<file path="config.mk">
export PLATFORM = sky130hd
export DESIGN_NAME = rc_servo_pulse_decoder
export DESIGN_NICKNAME = d
export VERILOG_FILES = /design/src/rtl/rc_servo_pulse_decoder.sv
export SDC_FILE = /design/constraint.sdc
export NUM_CORES = 1
export LEC_CHECK = 0
export CAP_MARGIN = 20
export CORE_ASPECT_RATIO = 1.2
export CORE_MARGIN = 3
export CORE_UTILIZATION = 45
export DETAILED_ROUTE_END_ITERATION = 16
export PLACE_DENSITY = 0.75
export SLEW_MARGIN = 10
export SYNTH_ARGS = -nofsm -noshare
export SYNTH_HDL_FRONTEND = slang
export SYNTH_SLANG_ARGS = --single-unit
</file>
<file path="constraint.sdc">
create_clock -name clk -period 6.54 [get_ports clk]
set_input_delay 1.308 -clock clk [delete_from_list [all_inputs] [get_ports clk]]
set_output_delay 1.308 -clock clk [all_outputs]
set_load 0.05 [all_outputs]
</file>
<file path="src/rtl/rc_servo_pulse_decoder.sv">
// RC servo pulse decoder: measures each high pulse of a 50 Hz servo train
// and recovers the 8-bit position byte without a divider.
module rc_servo_pulse_decoder #(
  parameter int unsigned MinWidth     = 50000,
  parameter int unsigned ClkDiv       = 195,
  parameter int unsigned GlitchMin    = 1000,
  parameter int unsigned MaxWidth     = 110000,
  parameter int unsigned FrameTimeout = 1200000
) (
  input  logic        clk,
  input  logic        reset,
  input  logic        RCServo_pulse,
  output logic [7:0]  pos_data,
  output logic        pos_valid,
  output logic [16:0] pulse_width,
  output logic        range_err,
  output logic        stuck_high,
  output logic        signal_lost
);

  localparam int StepW = (ClkDiv > 1) ? $clog2(ClkDiv) : 1;

  localparam logic [16:0]      MIN_W   = 17'(MinWidth);
  localparam logic [16:0]      GLT_W   = 17'(GlitchMin);
  localparam logic [16:0]      MAX_W   = 17'(MaxWidth);
  localparam logic [20:0]      FRAME_T = 21'(FrameTimeout);
  localparam logic [StepW-1:0] STEP_L  = StepW'(ClkDiv - 1);

  typedef enum logic [1:0] {
    WAIT_LOW,
    WAIT_RISE,
    MEASURE,
    STUCK
  } state_t;

  state_t state;

  logic             sync1;
  logic             s;
  logic             s_d;
  logic [16:0]      width_cnt;
  logic [StepW-1:0] step_cnt;
  logic [7:0]       pos_cnt;
  logic             sat;
  logic [20:0]      frame_cnt;
  logic [16:0]      width_nx;

  assign width_nx = width_cnt + 17'd1;

  // Synchroniser resets high so a pulse in flight at reset release is
  // never mistaken for a fresh rising edge.
  always_ff @(posedge clk) begin
    if (reset) begin
      sync1       <= 1'b1;
      s           <= 1'b1;
      s_d         <= 1'b1;
      state       <= WAIT_LOW;
      width_cnt   <= '0;
      step_cnt    <= '0;
      pos_cnt     <= '0;
      sat         <= 1'b0;
      frame_cnt   <= '0;
      pos_data    <= '0;
      pos_valid   <= 1'b0;
      pulse_width <= '0;
      range_err   <= 1'b0;
      stuck_high  <= 1'b0;
      signal_lost <= 1'b0;
    end else begin
      sync1     <= RCServo_pulse;
      s         <= sync1;
      s_d       <= s;
      pos_valid <= 1'b0;

      if (frame_cnt < FRAME_T) begin
        frame_cnt <= frame_cnt + 21'd1;
        if (frame_cnt == FRAME_T - 21'd1)
          signal_lost <= 1'b1;
      end

      unique case (state)
        WAIT_LOW: begin
          if (!s)
            state <= WAIT_RISE;
        end
        WAIT_RISE: begin
          if (s && !s_d) begin
            state     <= MEASURE;
            width_cnt <= 17'd1;
            step_cnt  <= '0;
            pos_cnt   <= '0;
            sat       <= 1'b0;
          end
        end
        MEASURE: begin
          if (s) begin
            width_cnt <= width_nx;
            if (width_cnt >= MIN_W) begin
              if (step_cnt == STEP_L) begin
                step_cnt <= '0;
                if (pos_cnt == 8'hFF)
                  sat <= 1'b1;
                else
                  pos_cnt <= pos_cnt + 8'd1;
              end else begin
                step_cnt <= step_cnt + 1'b1;
              end
            end
            if (width_nx == MAX_W) begin
              state      <= STUCK;
              stuck_high <= 1'b1;
            end
          end else begin
            state <= WAIT_RISE;
            if (width_cnt >= GLT_W) begin
              pos_valid   <= 1'b1;
              pulse_width <= width_cnt;
              stuck_high  <= 1'b0;
              signal_lost <= 1'b0;
              frame_cnt   <= '0;
              if (width_cnt < MIN_W) begin
                pos_data  <= 8'h00;
                range_err <= 1'b1;
              end else begin
                pos_data  <= pos_cnt;
                range_err <= sat;
              end
            end
          end
        end
        STUCK: begin
          if (!s)
            state <= WAIT_RISE;
        end
        default: state <= WAIT_LOW;
      endcase
    end
  end

endmodule

</file>
# Yosys cells after proc, flatten, opt, wreduce, memory -nomap -nowiden
# Index checks and enable logic that the tools add are counted.
# W data, S select, Z words.
word_totals:
  reg_bits: 89
  in_bits: 3
  output_inout_bits: 29
  wordCells: 94
classes:
  mux: 39
  n_addsub: 4
  eq_ne: 16
  reduce_logical: 14
  bitwise: 2
  n_lt_le_gt_ge: 4
op_table:
  columns: ["cell", "count"]
  rows:
  - ["$mux W21", 4]
  - ["$mux W8", 9]
  - ["$mux W17", 2]
  - ["$pmux W17 S2", 1]
  - ["$pmux W8 S2", 2]
  - ["$add A21 B1 Y21 const B", 1]
  - ["$eq A21 B21 Y1 const B", 1]
  - ["$lt A21 B21 Y1 const B", 1]
  - ["$add A17 B1 Y17 const B", 1]
  - ["$eq A17 B17 Y1 const B", 1]
  - ["$ge A17 B10 Y1 const B", 1]
  - ["$ge A17 B16 Y1 const B", 1]
  - ["$lt A17 B16 Y1 const B", 1]
  - ["$add A8 B1 Y8 const B", 2]
  - ["$eq A8 B8 Y1 const B", 2]
  - ["$mux W1", 15]
  - ["$ne A2 B2 Y1 const B", 7]
  - ["$reduce_and A3 Y1", 4]
  - ["$reduce_and A6 Y1", 2]
  - ["$mux W2", 4]
  - ["$pmux W2 S3", 1]
  - ["$eq A2 B2 Y1 const B", 2]
  - ["$reduce_and A4 Y1", 1]
  - ["$reduce_bool A2 Y1", 2]
  - ["10 further kinds", 11]

# Logic depth before layout (Yosys ltp)
# Gate-level depths: netlist of the first run.
logic_depth:
  word_depth: 6
  ltp_mapped: 10
  ltp_nobuf: 8

# Worst setup path after synthesis of the first run
# OpenSTA, ideal clock, no wires.
synth_path:
  kind: "register to register"
  from: "reg width_cnt[10]"
  to: "reg pos_cnt[7]"
  setup_time_ns: 0.070
  n_path_buf: 1
  required_time_ns: 6.470
  arrival_ns: 2.310
  path_stages_with_launch: 7
  period_less_slack_ns: 2.380
  slack_ns: 4.160
  path_cell_list: "dfxtp_1 -> buf_6 -> or4_4 -> o41ai_4 -> o2111ai_2 -> or4_1 -> a21oi_1"
synth_via:
  elab_chain_len: 3
synth_lines:
  columns: ["item", "line_no", "source"]
  rows:
  - ["from (decl)", "41", "logic [16:0] width_cnt;"]
  - ["from (signal assigned)", "97", "width_cnt <= width_nx;"]
  - ["$ge A17 B16 Y1", "98", "if (width_cnt >= MIN_W) begin"]
  - ["$ne A2 B2 Y1 (no source line)", null, null]
  - ["$reduce_and A6 Y1 (no source line)", null, null]
  - ["to (signal assigned)", "104", "pos_cnt <= pos_cnt + 8'd1;"]
  - ["to (decl)", "43", "logic [7:0] pos_cnt;"]
# Every way passes these cells.
# A chain may end at the register's enable or synchronous reset.

# Worst setup path in the final report of the first run
layout_path:
  from: "reg width_cnt[8]"
  to: "reg pos_cnt[7]"
# Same word-level chain as after synthesis.

==> results of run 1 <==
-- worst min-delay path by stage --
stage	to	slack, ps	cells after the start
global route	s	450	1
detailed placement	s	400	1
floorplan	s	390	1
global placement	s	390	1
finish	s	410	1
CTS	s	410	1
-- cells in the mapped netlist (all sizes together) (10+ instances only) --
| cell | count |
|---|---|
| a21oi | 34 |
| clkbuf | 25 |
| dfxtp | 89 |
| ha | 10 |
| inv | 18 |
| mux2i | 16 |
| nand2 | 26 |
| nand3 | 16 |
| nand4 | 12 |
| nor2 | 82 |
| nor3 | 11 |
| nor4 | 11 |
| o21ai | 20 |
| xnor2 | 20 |
| xor2 | 12 |
-- logic make-up (layout without fill, tap and decap cells) --
family | after synthesis | in the layout | synth area share (%)
simple gates | 204 | 204 | 23.3
compound gates | 110 | 110 | 17.3
flops | 89 | 89 | 41.2
buf+inv | 52 | 68 | 4.94
xor+xnor | 32 | 32 | 6.47
mux | 17 | 17 | 3.96
fa+ha+maj | 10 | 10 | 2.89
-- sequential cells by signal, summed over array words and instances (netlist names) --
register and cells:
pulse_width 17, sat 1, state 2, pos_valid 1
s 1, s_d 1, range_err 1, stuck_high 1
frame_cnt 21, pos_data 8, step_cnt 8, pos_cnt 8
signal_lost 1, sync1 1, width_cnt 17
-- layer usage --
metal	vias up	share of wire (%)	global-route usage, %
met4	0	1.6	6.17
met2	69	48	30.1
met5	-	0	0
met1	1749	47	22.4
met3	16	3.7	4.75
li1	1852	-	-
-- per-stage QoR --
step | power, mW | cells
floorplan | 0.758 | 514
global placement | 0.799 | 634
detailed placement | 0.808 | 634
CTS | 1.22 | 650
global route | 1.27 | 650
finish | 1.22 | 650
-- cell type report --
| type | instances | share of cell area (%) |
|---|---|---|
| Inverter | 19 | 1.46 |
| Clock buffer | 9 | 2.54 |
| Tap cell | 120 | 3.07 |
| Timing Repair Buffer | 33 | 6.56 |
| Multi-Input combinational cell | 373 | 48.0 |
| Sequential cell | 89 | 36.5 |
| Clock inverter | 7 | 1.95 |
-- power breakdown --
group          internal [mW]  switching, mW  total, mW
Clock                  0.215          0.202      0.417
Sequential             0.557         0.0215      0.578
Combinational         0.0687          0.152      0.220
Total                  0.841          0.375       1.22
==> results.toml, run 1 <==
[routing]
drt_iter0_markers = 162
drc = 0
drt-vias-per-instance = 5.67
ant_nets = 0
dr.pass1.iters = 4
wire_per_inst_um = 14.5
num_vias = 3686
wirelength_mm = 9.41

[power]
power.leakage_nw = 1.72
power.density_nw_per_um2 = 249
irDropWorstVdd_mv = 0.137

[placed_design]
port_buffers = 31
place_area_um2 = 4670
place_hpwl_mm = 6.37
dpl_worst_slack_ps = 3530
place.gp.congestion = 0.899

[sta]
finalSetupTns_ps = 0
rsz0062_at_grt = "false"
finClkSkew_ps = 10.1
max_freq_mhz = 346
whs_ps = 413
setup_viol = 0
min_period_ps = 2890
slew_headroom_pct = 30.8
slew_violations = 0
finalHoldViolations = 0
tightest_slew_ps = 1040
worst_slack_ps = 3650
min_period_over_period_pct = 44.2

[critical_path]
cp.depth = 6
end_kind = "register"
timing.rr.end = "pos_cnt[7]"
cp_cell_sequence = "nand2_1 > o21bai_1 > a21oi_1 > o2111ai_2 > or4_1 > a21oi_1"
crit_slowest_cell = "a21oi_1"
slowest_delay_ps = 630
rrSetupSlack_ps = 3650
endpoint = "pos_cnt[7]"
crit_family = "compound AO/OA/AOI/OAI gates"
ff2ff_path_depth = 6
crit_start = "width_cnt[8]"
cp_num_buf_inv = 0
critPathMostFrequentCell = "a21oi_1"
crit_type = "reg -> reg"
required_ps = 6840
arrival_ps = 3190
critPathMaxFanout = 16
critPathLaunchType = "register"
r2r_start = "width_cnt[8]"

[layout]
fin_area_um2 = 4890
fillCellCount = 865
drive_above_1_share_pct = 5.28
syn_to_final_growth_pct = 12.9
fin_util_pct = 53.0
final_nets = 538
seq_area_um2 = 1780
num_antenna_cells = 0
final_cell_mix = "dfxtp_1, nor2_1, a21oi_1"
multiInputGateArea_um2 = 2340
final_common_cell = "dfxtp_1"

[floorplan]
die_h_um = 113
core_area_um2 = 9220
die_area_um2 = 10800
fp.dieW_um = 95.5
core.rowCount = 38
ios = 32
start_util_pct = 46.9

[yosys]
synth.top_cell.area_share_pct = 41.2
syn_nets = 527
syn_inst = 514
synth_seq_cells = 89
synth.avg_cell_area_um2 = 8.42
synth_top_area_cell = "dfxtp_1"
ys_async_sr_fraction_pct = 0
synth.area.top_cells = "dfxtp_1, nor2_1, xnor2_1, a21oi_1, mux2i_1"
ys.warnings.count = 0
ys_seq_area_share_pct = 41.2
synth_edf_count = 0
syn-cell-area_um2 = 4330
ys_types = 56
synthFlopType = "dfxtp_1"

[cts]
clk_pin_slew_ps = 90
post_cts_buffers = 0
cts.sinks = 89
postCtsHoldBufs = 0
cts_root_buffer = "clkbuf_8"
cts_htree_levels = 3
tritoncts = "done"
numCtsBuffers = 9
worstSkewPairLatency_ps = 370
cts_buffer_depth = 2
ctsResizeCount = 0

[grt]
grt_pass1_vias = 3487
grt_use_total_pct = 18.1
grt_pass1_wl_mm = 15.9
grt_remaining_overflow = 0
antenna_found_initial = 0
grt_max_degree = 51

[run]
cap_violations = 0

[run_status]
status = "complete, no violations"

[worst_hold_path]
hold_start = "sync1"
hold_path_class = "reg -> reg"
Power figures use the tool's default switching activity.
==> run 2: changes to the inputs <==
Settings changed: PLACE_DENSITY 0.75 to 0.77.
Clock period 6.54 ns to 2.4 ns, I/O delays scaled along.
==> run 2 against run 1 <==
Setup slack worse by 3600 ps. Sequential share of layout area is 2.4 points lower. Utilization rose by 3.9 points. Clock-buffer cell count stayed put. Sequential cell count unchanged. Die area stayed put. Combinational power rose to 3.6 times the previous value. Cell count grew 5.8%. Register-to-register slack lost 3600 ps. First-iteration DRC count increased by 17%. Hold slack improved by 38 ps. Highest routed layer unchanged.
==> results.toml, run 2 (synthesis results as in run 1) <==
[critical_path]
end_kind = "register"
cp_cell_sequence = "inv_2 > ha_4 > nor4b_4 > nand4_1 > o41ai_4 > o2111ai_4 > or4_4 > a21oi_2"
crit_type = "reg -> reg"
slowest_delay_ps = 580
crit_slowest_cell = "or4_4"
critPathMaxFanout = 8
arrival_ps = 2670
required_ps = 2710
critPathLaunchType = "register"
crit_family = "simple AND/OR/NAND/NOR gates"
cp_num_buf_inv = 1

[layout]
fin_area_um2 = 5250
drive_above_1_share_pct = 13.9
seq_area_um2 = 1790
syn_to_final_growth_pct = 21.2
fin_util_pct = 56.9
final_common_cell = "dfxtp_1"
reg_top3 = "frame_cnt (21), pulse_width (17), width_cnt (17)"
num_antenna_cells = 0
multiInputGateArea_um2 = 2410
final_nets = 576
fin_cells = 688
final_cell_mix = "dfxtp_1, nor2_1, buf_4"
fillCellCount = 825
largest_reg_flops = 21
top_register = "frame_cnt"

[sta]
min_period_over_period_pct = 98.4
tightest_slew_ps = 557
finalHoldViolations = 0
finClkSkew_ps = 10.8
max_freq_mhz = 424
slew_violations = 0
min_period_ps = 2360
slew_headroom_pct = 62.6
setup_viol = 0
whs_ps = 451
rsz0062_at_grt = "true"

[floorplan]
core.rowCount = 38
die_area_um2 = 10800
start_util_pct = 46.9
core_area_um2 = 9220
die_h_um = 113
ios = 32
fp.dieW_um = 95.5

[cts]
cts.sinks = 89
worstSkewPairLatency_ps = 380
tritoncts = "done"
clk_pin_slew_ps = 90
numCtsBuffers = 9
cts_htree_levels = 3
cts_root_buffer = "clkbuf_8"
cts_buffer_depth = 2

[placed_design]
place_hpwl_mm = 7.19
dp.cells = 666
place_area_um2 = 4910
port_buffers = 31
place.gp.congestion = 0.918

[grt]
grt_max_degree = 23
grt_pass1_vias = 3818
grt_remaining_overflow = 0
grt_use_total_pct = 19.9
grt_pass1_wl_mm = 17.4
antenna_found_initial = 0

[power]
p_sw_mw = 1.07
internal_power_mw = 2.42
irDropWorstVdd_mv = 0.361
power.leakage_nw = 1.93
p_clk_share_pct = 32.7
power_frac_seq_pct = 44.5
power.density_nw_per_um2 = 666
combPwrFrac_pct = 22.8
swShare_pct = 30.7

[routing]
drt-vias-per-instance = 5.63
drt_iter0_markers = 189
ant_nets = 0
dr.pass1.iters = 5
wire_per_inst_um = 14.9
num_vias = 3870
drc = 0
wirelength_mm = 10.3

[run_status]
status = "complete, no violations"

[run]
cap_violations = 0

[worst_hold_path]
hold_path_class = "reg -> reg"
-- run 2: cell count changes in the layout (fill, tap and decap cells not counted), moves of 2 or more --
cell | before | now
buf_4 | 2 | 40
inv_1 | 18 | 16
dfxtp_2 | 0 | 4
nor4_1 | 11 | 9
nor4_2 | 0 | 2
dfxtp_1 | 89 | 85
inv_2 | 0 | 2
-- run 2: through the flow --
stage	total power, mW	setup slack (ps)	TNS, ps
after floorplan	2.06	19.7	0
after global placement	2.27	170	0
after detailed placement	2.28	109	0
after CTS	3.43	76.3	0
after global routing	3.68	-81.7	-337
final	3.50	39.6	0
-- run 2: final timing paths --
path / startpoint / to / slack (ps) / cells after the start
worst max-delay path: width_cnt[1] / pos_cnt[7] / 40 / 8
worst min-delay path: stuck_high / stuck_high / 450 / 2
worst max register to register: width_cnt[1] / pos_cnt[7] / 40 / 8
worst min register to register: stuck_high / stuck_high / 450 / 2
-- run 2: cell type report --
cell class,instances,area share (%)
clock buffers,9,2.36
clock inverters,7,1.81
inverters,19,1.36
multi-input cells,373,45.9
flip-flops and latches,89,34.0
well taps,120,2.86
repair buffers,71,11.6
-- run 2: per-layer routing --
metal,part of all wire [%],track usage (%)
met4,2.3,8.06
met1,42,23.8
met5,0,0
met2,51,34.0
met3,4.4,4.22
-- run 2: repair_timing --
| action | in CTS | in global routing |
|---|---|---|
| endpoints found under the hold margin | 0 | 0 |
| setup endpoints to repair | 0 | 7 |
| setup buffers | 0 | 6 |
| hold buffers | 0 | 0 |
| gates resized for setup | 0 | 17 |
-- run 2: worst register-to-register path, delay by kind of cell, from the launching register on --
| family | cells | cell delay (ps) |
|---|---|---|
| fa+ha+maj | 1 | 120 |
| buf+inv | 1 | 70 |
| compound gates | 3 | 810 |
| simple gates | 3 | 960 |
| flops | 1 | 330 |
-- run 2: power groups by stage --
stage | Sequential (mW) | Combinational (mW) | Clock, mW
4_1_cts | 1.55 | 0.707 | 1.17
5_1_grt | 1.57 | 0.880 | 1.23
3_5_place_dp | 1.59 | 0.697 | 0
2_1_floorplan | 1.59 | 0.470 | 0
3_3_place_gp | 1.59 | 0.681 | 0
6_report | 1.56 | 0.797 | 1.14
==> run 3: changes to the inputs <==
Settings changed: ABC_AREA from default to 1.
==> run 3 against run 2 <==
Area after synthesis increased by 3.5%. Sequential cell count unchanged. Hold slack got worse by 42 ps. Utilization decreased by 2.5 points. Critical path depth increased by 4. First-iteration DRC count increased by 66%. Register-to-register slack improved by 220 ps. Critical endpoint is now state[1]. Clock skew decreased by 2.2 ps. Synthesized cell count increased by 21%. Clock-buffer cell count increased by 4. Critical path type unchanged. Final area decreased by 0.33%.
==> results.toml, run 3 <==
[cts]
cts_htree_levels = 3
ctsResizeCount = 0
tritoncts = "done"
cts_root_buffer = "clkbuf_16"
numCtsBuffers = 9
cts.sinks = 89
clk_pin_slew_ps = 60
cts_buffer_depth = 2
worstSkewPairLatency_ps = 340
post_cts_buffers = 0
postCtsHoldBufs = 0

[layout]
final_cell_mix = "nand2_1, dfxtp_1, inv_1"
final_nets = 671
drive_above_1_share_pct = 9.82
top_register = "frame_cnt"
reg_top3 = "frame_cnt (21), pulse_width (17), width_cnt (17)"
syn_to_final_growth_pct = 16.7
largest_reg_flops = 21
fin_cells = 785
final_common_cell = "nand2_1"
num_antenna_cells = 0

[floorplan]
die_h_um = 115
ios = 32
core_area_um2 = 9610
fp.dieW_um = 97.1
start_util_pct = 46.6
core.rowCount = 39
die_area_um2 = 11200

[yosys]
ys.warnings.count = 0
synth.top_cell.area_share_pct = 39.8
synth_seq_cells = 89
syn_inst = 622
synthFlopType = "dfxtp_1"
synthTopCellsByCount = "nand2_1, dfxtp_1, inv_1, nor2_1, nand3_1"
synth.area.top_cells = "dfxtp_1, nand2_1, inv_1, nor2_1, nand3_1"
synth_edf_count = 0
synth_top_area_cell = "dfxtp_1"
ys_seq_area_share_pct = 39.8
syn-cell-area_um2 = 4480
synth.avg_cell_area_um2 = 7.21
ys_types = 48
ys_async_sr_fraction_pct = 0
yosysMostFrequentCell = "nand2_1"
syn_nets = 635

[routing]
wire_per_inst_um = 14.1
drt_iter0_markers = 314
dr.pass1.iters = 5
drt-vias-per-instance = 5.36
ant_nets = 0
drc = 0
wirelength_mm = 11.0
num_vias = 4207

[run]
cap_violations = 0

[critical_path]
critPathLaunchType = "register"
crit_type = "reg -> reg"
arrival_ps = 2370
critPathMaxFanout = 6
end_kind = "register"
required_ps = 2620

[grt]
grt_remaining_overflow = 0
grt_pass1_wl_mm = 18.7
top_usage_layer = "met2"
grt_use_total_pct = 20.3
grt_pass1_vias = 3999
use_met3_pct = 4.67
met1_usage_pct = 25.5
antenna_found_initial = 0
grt_use_met2_pct = 34.1
grt_max_degree = 23

[sta]
finalSetupTns_ps = 0
max_freq_mhz = 466
finClkSkew_ps = 8.62
tightest_slew_ps = 512
rsz0062_at_grt = "false"
min_period_ps = 2140
setup_viol = 0
min_period_over_period_pct = 89.3
slew_violations = 0
slew_headroom_pct = 65.5
finalHoldViolations = 0

[power]
irDropWorstVdd_mv = 0.383
power.leakage_nw = 1.85
power.density_nw_per_um2 = 670

[placed_design]
dp.cells = 770
place.gp.congestion = 0.925
port_buffers = 31
place_hpwl_mm = 8.24

[run_status]
status = "complete, no violations"

[worst_hold_path]
hold_path_class = "reg -> reg"
run 3: cell count changes in the layout (fill, tap and decap cells not counted), moves of 9 or more:
cell       previous run  this run
mux2i_1              16         0
inv_1                16        64
nor2_1               82        62
nand2_1              26       133
buf_4                40         8
nand3_1              16        46
clkbuf_16             0         9
o21ai_0              19        28
o21ai_1               1        16
xnor2_1              20         1
run 3: area by class of cell:
class                   instances  area (um2)
fillers                       894        4380
multi-input cells             442        2320
flip-flops and latches         89        1780
repair buffers                 40         390
inverters                      76         287
clock buffers                  13         260
well taps                     123         154
clock inverters                 2        37.5
run 3: final timing paths:
| path | startpoint | endpoint | slack (ps) | depth (start not counted) |
|---|---|---|---|---|
| hold / removal | sync1 | s | 410 | 1 |
| setup reg to reg | width_cnt[0] | state[1] | 260 | 12 |
| setup / recovery | width_cnt[0] | state[1] | 260 | 12 |
| hold reg to reg | sync1 | s | 410 | 1 |
run 3: cells by family (layout without fill, tap and decap cells):
family | Yosys count | after routing | synth area share, %
xor+xnor | 11 | 11 | 2.15
flops | 89 | 89 | 39.8
fa+ha+maj | 10 | 10 | 2.79
compound gates | 115 | 115 | 15.6
buf+inv | 91 | 131 | 8.49
simple gates | 306 | 306 | 31.2
run 3: stage by stage:
| stage | setup slack (ps) | instance area [um2] | total power, mW | utilization (%) | hold WS (ps) |
|---|---|---|---|---|---|
| finish | 256 | 5230 | 3.51 | 54.4 | 409 |
| floorplan | 625 | 4480 | 2.03 | - | 389 |
| detailed placement | 282 | 4930 | 2.13 | 51.3 | 395 |
| global route | 40.8 | 5230 | 3.68 | 54.4 | 457 |
| CTS | 267 | 5230 | 3.53 | 54.4 | 411 |
| global placement | 346 | 4930 | 2.11 | 51.3 | 394 |
run 3: routing by layer:
layer	vias to the layer above	part of all wire (%)
met5	-	0
met4	0	2.1
met3	22	5.0
met2	113	48
met1	1937	45
li1	2135	-
run 3: worst max-delay path, cell delays in order (launching register included):
cell and delay, ps:
dfxtp_1 420, ha_1 280, nand2_1 100, nor2_2 220, nand2_1 130, o21ai_1 200
nand2_1 110, nor2_1 170, nand3_2 100, nand2_2 90, nand2_1 80, nand2_1 90
a21oi_2 50
run 3: power by group:
| part | switching (mW) | internal (mW) | total (mW) |
|---|---|---|---|
| clock | 0.552 | 0.859 | 1.41 |
| combinational | 0.365 | 0.160 | 0.525 |
| sequential | 0.0479 | 1.52 | 1.57 |
| total | 0.964 | 2.54 | 3.51 |
